$ cat src/rtl/window_buffer_kxk_if.sv
// window_buffer_kxk_if
//   Bundles the column-in / window-out signals of the K x K sliding window.
//   master : the producer side (line-buffer stage or bench) that drives the
//            column stream and observes the window.
//   slave  : the window buffer itself.
//   Signals
//     valid_i          column strobe, one column accepted per high cycle
//     col_i            K lanes of DATA_W, lane 0 = top row of the window
//     abort_i          synchronous frame abort
//     win_o            K*K elements, element (r,c) at [(r*K+c)*DATA_W +: DATA_W]
//     valid_o          win_o holds a complete, row-aligned window
//     done_o           one-cycle pulse after the last column of a frame
//     progress_done_o  sticky frame-complete flag
interface window_buffer_kxk_if #(
  parameter int K      = 13,
  parameter int DATA_W = 8
);
  logic                      valid_i;
  logic [K*DATA_W-1:0]       col_i;
  logic                      abort_i;
  logic [K*K*DATA_W-1:0]     win_o;
  logic                      valid_o;
  logic                      done_o;
  logic                      progress_done_o;

  modport master (
    output valid_i, col_i, abort_i,
    input  win_o, valid_o, done_o, progress_done_o
  );

  modport slave (
    input  valid_i, col_i, abort_i,
    output win_o, valid_o, done_o, progress_done_o
  );
endinterface

$ cat src/rtl/window_buffer_kxk.sv
// window_buffer_kxk
//   Parametrised K x K sliding-window register array. Each accepted column is
//   shifted in at the right edge (c = K-1) and the oldest column drops off the
//   left edge (c = 0). A row/column tracker flags windows that lie entirely
//   inside one row and reports frame completion.
//   Ports
//     clk  : sole clock, rising edge
//     rst  : asynchronous, active-low reset
//     bus  : window_buffer_kxk_if slave modport (column in, window out)
//
//   state   | meaning
//   --------+--------------------------------------------------------------
//   IDLE    | no frame in progress; next accepted column is (row 0, col 0)
//   ACTIVE  | frame in progress
//   DONE    | last column of the frame was accepted last edge; done_o high
module window_buffer_kxk #(
  parameter int K      = 13,
  parameter int COLS   = 11,
  parameter int ROWS   = 11,
  parameter int DATA_W = 8
) (
  input  logic         clk,
  input  logic         rst,
  window_buffer_kxk_if.slave bus
);

  localparam int CW = (COLS > 1) ? $clog2(COLS) : 1;
  localparam int RW = (ROWS > 1) ? $clog2(ROWS) : 1;
  localparam int WW = K * K * DATA_W;

  typedef enum logic [1:0] {
    S_IDLE   = 2'd0,
    S_ACTIVE = 2'd1,
    S_DONE   = 2'd2
  } state_t;

  state_t          state_q, state_d;
  logic [CW-1:0]   col_cnt_q, col_cnt_d;
  logic [RW-1:0]   row_cnt_q, row_cnt_d;
  logic [WW-1:0]   win_q, win_d;
  logic            valid_q, valid_d;
  logic            prog_q, prog_d;

  logic            accept;
  logic            col_last;
  logic            row_last;

  // Abort wins over a simultaneous column strobe; every state can accept.
  assign accept   = bus.valid_i && !bus.abort_i;
  assign col_last = (col_cnt_q == CW'(COLS - 1));
  assign row_last = (row_cnt_q == RW'(ROWS - 1));

  always_comb begin
    state_d   = state_q;
    col_cnt_d = col_cnt_q;
    row_cnt_d = row_cnt_q;
    win_d     = win_q;
    valid_d   = 1'b0;
    prog_d    = prog_q;

    if (bus.abort_i) begin
      // Window contents and the sticky flag are deliberately left untouched.
      state_d   = S_IDLE;
      col_cnt_d = '0;
      row_cnt_d = '0;
    end else if (accept) begin
      for (int r = 0; r < K; r++) begin
        for (int c = 0; c < K - 1; c++) begin
          win_d[(r*K+c)*DATA_W +: DATA_W] = win_q[(r*K+c+1)*DATA_W +: DATA_W];
        end
        win_d[(r*K+K-1)*DATA_W +: DATA_W] = bus.col_i[r*DATA_W +: DATA_W];
      end

      // Only windows whose K columns all belong to the current row count.
      valid_d = (int'(col_cnt_q) >= K - 1);

      if (col_last) begin
        col_cnt_d = '0;
        row_cnt_d = row_last ? '0 : row_cnt_q + RW'(1);
      end else begin
        col_cnt_d = col_cnt_q + CW'(1);
      end

      // From IDLE or DONE this column starts a new frame.
      if (state_q != S_ACTIVE) begin
        prog_d = 1'b0;
      end

      if (col_last && row_last) begin
        state_d = S_DONE;
        prog_d  = 1'b1;
      end else begin
        state_d = S_ACTIVE;
      end
    end else if (state_q == S_DONE) begin
      state_d = S_IDLE;
    end
  end

  always_ff @(posedge clk or negedge rst) begin
    if (!rst) begin
      state_q   <= S_IDLE;
      col_cnt_q <= '0;
      row_cnt_q <= '0;
      win_q     <= '0;
      valid_q   <= 1'b0;
      prog_q    <= 1'b0;
    end else begin
      state_q   <= state_d;
      col_cnt_q <= col_cnt_d;
      row_cnt_q <= row_cnt_d;
      win_q     <= win_d;
      valid_q   <= valid_d;
      prog_q    <= prog_d;
    end
  end

  assign bus.win_o           = win_q;
  assign bus.valid_o         = valid_q;
  assign bus.done_o          = (state_q == S_DONE);
  assign bus.progress_done_o = prog_q;

endmodule

$ cat src/flat_wrapper.sv
// flat-port wrapper written by rule: the top's interface ports become plain ports
module window_buffer_kxk_flat 
#(
  parameter int K      = 13,
  parameter int COLS   = 11,
  parameter int ROWS   = 11,
  parameter int DATA_W = 8
)
  (clk, rst, bus_valid_i, bus_col_i, bus_abort_i, bus_win_o, bus_valid_o, bus_done_o, bus_progress_done_o);
  window_buffer_kxk_if #(.K(K), .DATA_W(DATA_W)) bus_i ();
  input  logic clk;
  input  logic rst;
  input wire logic [$bits(bus_i.valid_i)-1:0] bus_valid_i;
  input wire logic [$bits(bus_i.col_i)-1:0] bus_col_i;
  input wire logic [$bits(bus_i.abort_i)-1:0] bus_abort_i;
  output wire logic [$bits(bus_i.win_o)-1:0] bus_win_o;
  output wire logic [$bits(bus_i.valid_o)-1:0] bus_valid_o;
  output wire logic [$bits(bus_i.done_o)-1:0] bus_done_o;
  output wire logic [$bits(bus_i.progress_done_o)-1:0] bus_progress_done_o;
  assign bus_i.valid_i = bus_valid_i;
  assign bus_i.col_i = bus_col_i;
  assign bus_i.abort_i = bus_abort_i;
  assign bus_win_o = bus_i.win_o;
  assign bus_valid_o = bus_i.valid_o;
  assign bus_done_o = bus_i.done_o;
  assign bus_progress_done_o = bus_i.progress_done_o;
  window_buffer_kxk #(.K(K), .COLS(COLS), .ROWS(ROWS), .DATA_W(DATA_W)) u_core (.clk(clk), .rst(rst), .bus(bus_i));
endmodule
$ cat config.mk
export PLATFORM = sky130hd
export DESIGN_NAME = window_buffer_kxk_flat
export DESIGN_NICKNAME = d
export VERILOG_FILES = /design/src/rtl/window_buffer_kxk_if.sv /design/src/rtl/window_buffer_kxk.sv /design/src/flat_wrapper.sv
export SDC_FILE = /design/constraint.sdc
export NUM_CORES = 2
export LEC_CHECK = 0
export CAP_MARGIN = 0
export CORE_AREA = 2 2 578 580
export DETAILED_ROUTE_END_ITERATION = 7
export DIE_AREA = 0 0 580 582
export PLACE_DENSITY_LB_ADDON = 0.15
export SLEW_MARGIN = 20
export SYNTH_ARGS = -nofsm -noshare
export SYNTH_HDL_FRONTEND = slang
export SYNTH_SLANG_ARGS = --single-unit
$ cat constraint.sdc
create_clock -name clk -period 1.8 [get_ports clk]
set_clock_uncertainty 0.05 [all_clocks]
set_input_delay 0.36 -clock clk [delete_from_list [all_inputs] [get_ports clk]]
set_output_delay 0.36 -clock clk [all_outputs]
set_load 0.03 [all_outputs]
==> flow_summary.json <==
{
  "outcome": "finished with violations",
  "violations": "negative setup slack",
  "synthCells": 5778,
  "min_period_ns": 1.95,
  "die_y_um": 582,
  "use_met1_pct": 18.4,
  "wirelength_um": 266000,
  "met2_usage_pct": 24.2,
  "cts_max_path_buffers": 4,
  "timing.rr.end": "u_core.row_cnt_q[1]",
  "fillers": 35920,
  "p_leak_nw": 48.7,
  "holdPathStages": 3,
  "slew_violations": 0,
  "setup_viol": 467,
  "rr_startpoint": "u_core.col_cnt_q[0]",
  "layout_commonest_cell": "nand2_1",
  "clock-sinks": 1364,
  "core.rowCount": 212,
  "min-delay-start": "bus_col_i[29]",
  "cp_slowest_cell": "dfrtp_2",
  "path_delay_family": "flip-flops",
  "grt_usage_pct": 15.1,
  "drc_errors": 0,
  "num_vias": 47866,
  "grt_pass1_wl_um": 370000,
  "htree_levels": 4,
  "yosysUniqueCellTypes": 27,
  "clk_pin_slew_ns": 0.06,
  "max-cap-violations": 0,
  "nets": 8608,
  "overflow": 0,
  "wl_per_cell_um": 20.5,
  "drtAntennaViolNets": 0,
  "worstSetupPathType": "register to output port",
  "synth.yosys.warnings": 0,
  "use_met3_pct": 5.65,
  "dieArea_um2": 338000,
  "final_cell_mix": "4062 x nand2_1, 1272 x buf_6, 1198 x buf_4",
  "core_um2": 332000,
  "reg2regPathDepth": 6,
  "path_cells": "buf_12",
  "crit_path_end_kind": "output port",
  "min_path_type": "input port to register",
  "first_iter_violations": 2722,
  "post-place-cells": 11654,
  "tritoncts": "built",
  "ys_seq_elements": 1364,
  "hpwl_um": 197000,
  "dieWidth_um": 580,
  "portBuffers": 1462,
  "syn_area_per_cell_um2": 8.87,
  "numCtsBuffers": 177,
  "clock.fmax_mhz": 512,
  "required_ns": 1.39,
  "worst_path_largest_cell_delay_ns": 0.50,
  "fin_setup_tns_ns": -13.01,
  "cp.arrival_ns": 1.54,
  "power_density_nw_per_um2": 1390,
  "pin_count": 1463,
  "initial_utilization_pct": 15.4,
  "syn2layout_area_growth_pct": 76.1,
  "insertion_delay_ns": 0.86,
  "stdcell_count": 13019,
  "top_usage_layer": "met2",
  "grt_pass1_vias": 47581,
  "grt_setup_unrepaired": "yes",
  "vias_per_cell": 3.68,
  "dr.pass1.iters": 5,
  "synth_area_um2": 51200,
  "grt_max_degree": 88,
  "root_buffer": "clkbuf_16",
  "finalHoldViolations": 0,
  "gp_congestion": 0.809,
  "finalPower_mw": 125,
  "finalWorstSetupSlack_ns": -0.153,
  "worst_slew_pin_slew_ns": 0.554,
  "crit_path_start_kind": "register",
  "antenna_found_initial": 16,
  "ir_drop_v": 0.000659,
  "reg2reg_slack_ns": 0.10,
  "whs_endpoint": "u_core.bus.win_o[413]",
  "critPathMaxFanout": 3,
  "relSlewSlack_pct": 63.1,
  "finalCritPeriodShare_pct": 109,
  "synth_fp_nets": 5890,
  "final_core_util_pct": 27.2,
  "ys_seq_area_share_pct": 66.6,
  "cp_num_buf_inv": 1,
  "holdWs_ns": 0.0980,
  "drive_gt1_share_pct": 36.2
}
cell type report:
| cell class | instances | area, um2 | area share, % |
|---|---|---|---|
| timing repair buffer | 2842 | 28900 | 32.0 |
| clock inverter | 38 | 527 | 0.584 |
| clock buffer | 271 | 5350 | 5.92 |
| inverter | 5 | 18.8 | 0.0208 |
| antenna | 6 | 15.0 | 0.0166 |
| sequential | 1364 | 34400 | 38.1 |
| multi-input combinational | 4106 | 15600 | 17.3 |
| tap | 4387 | 5490 | 6.08 |
flip-flops by register name, summed over array words and instances, names as in the netlist:
name	cells
u_core.bus.progress_done_o	1
u_core.row_cnt_q	4
u_core.bus.win_o	1352
u_core.col_cnt_q	4
u_core.state_q	2
u_core.bus.valid_o	1
cell families after synthesis:
| family | count (synthesis) | synth area share, % |
|---|---|---|
| DFF | 1364 | 66.6 |
| adders and majority gates | 4 | 0.0977 |
| AOI/OAI and AO/OA | 17 | 0.200 |
| and+or+nand+nor | 4085 | 30.1 |
| buffers and inverters | 308 | 3.04 |
layer usage:
layer	vias to the layer above	wire length (um)	share of wire, %
met4	4	10000	3.8
li1	22905	-	-
met2	1333	123000	46
met1	23286	111000	42
met5	-	28	0.011
met3	338	22300	8.4
Yosys cell counts:
library cell | instances | area [um2]
nand2_1 | 4062 | 15200
dfrtp_1 | 1364 | 34100
buf_2 | 140 | 701
clkbuf_1 | 111 | 417
buf_4 | 41 | 308
buf_6 | 10 | 113
a21oi_1 | 7 | 35.0
inv_1 | 5 | 18.8
ha_1 | 4 | 50.1
nand3_1 | 4 | 20.0
o21ai_0 | 4 | 20.0
nand2b_1 | 3 | 18.8
nor2b_1 | 3 | 18.8
or3_1 | 3 | 18.8
a31oi_1 | 2 | 12.5
and3b_1 | 2 | 17.5
nand3b_1 | 2 | 15.0
nor2_1 | 2 | 7.51
a211o_1 | 1 | 8.76
a21boi_0 | 1 | 7.51
a311oi_1 | 1 | 8.76
a32o_1 | 1 | 10.0
and3_1 | 1 | 6.26
and4b_1 | 1 | 10.0
buf_1 | 1 | 3.75
nand4b_2 | 1 | 15.0
or4_1 | 1 | 7.51
stage by stage:
stage	worst slack [ns]	area, um2
floorplan	0.223	51200
global placement	-0.607	73900
detailed placement	-0.605	73900
CTS	-0.279	85200
global route	-0.255	90200
finish	-0.153	90200
worst register-to-register path, stage by stage (launching register included):
cell and delay (ns):
dfrtp_1 0.41, inv_1 0.09, ha_1 0.26, nand4b_2 0.14, buf_4 0.17, or3_1 0.35
a21oi_1 0.15
worst max-delay path by stage:
stage	cells past startpoint	from	slack, ns	endpoint
2_1_floorplan	5	u_core.col_cnt_q[0]	0.22	u_core.row_cnt_q[2]
3_3_place_gp	7	bus_valid_i	-0.61	u_core.bus.win_o[916]
3_5_place_dp	7	bus_valid_i	-0.60	u_core.bus.win_o[916]
4_1_cts	1	u_core.bus.win_o[221]	-0.28	bus_win_o[221]
5_1_grt	2	u_core.state_q[0]	-0.25	bus_done_o
6_report	1	u_core.bus.win_o[872]	-0.15	bus_win_o[872]
repair_timing:
action | CTS | global route
setup endpoints to repair | 1355 | 1357
buffers inserted | 413 | 554
hold buffers | 83 | 0
endpoints found under the hold margin | 1161 | 0
gates resized for setup | 5304 | 3152
report_power, final:
part	internal, mW	leakage [nW]	total (mW)	switching (mW)
registers	36.8	17.9	43.1	6.39
clock network	21.7	2.89	36.3	14.7
logic	20.2	27.9	45.8	25.6
total	78.6	48.7	125	46.7
Power figures use the tool's default switching activity.
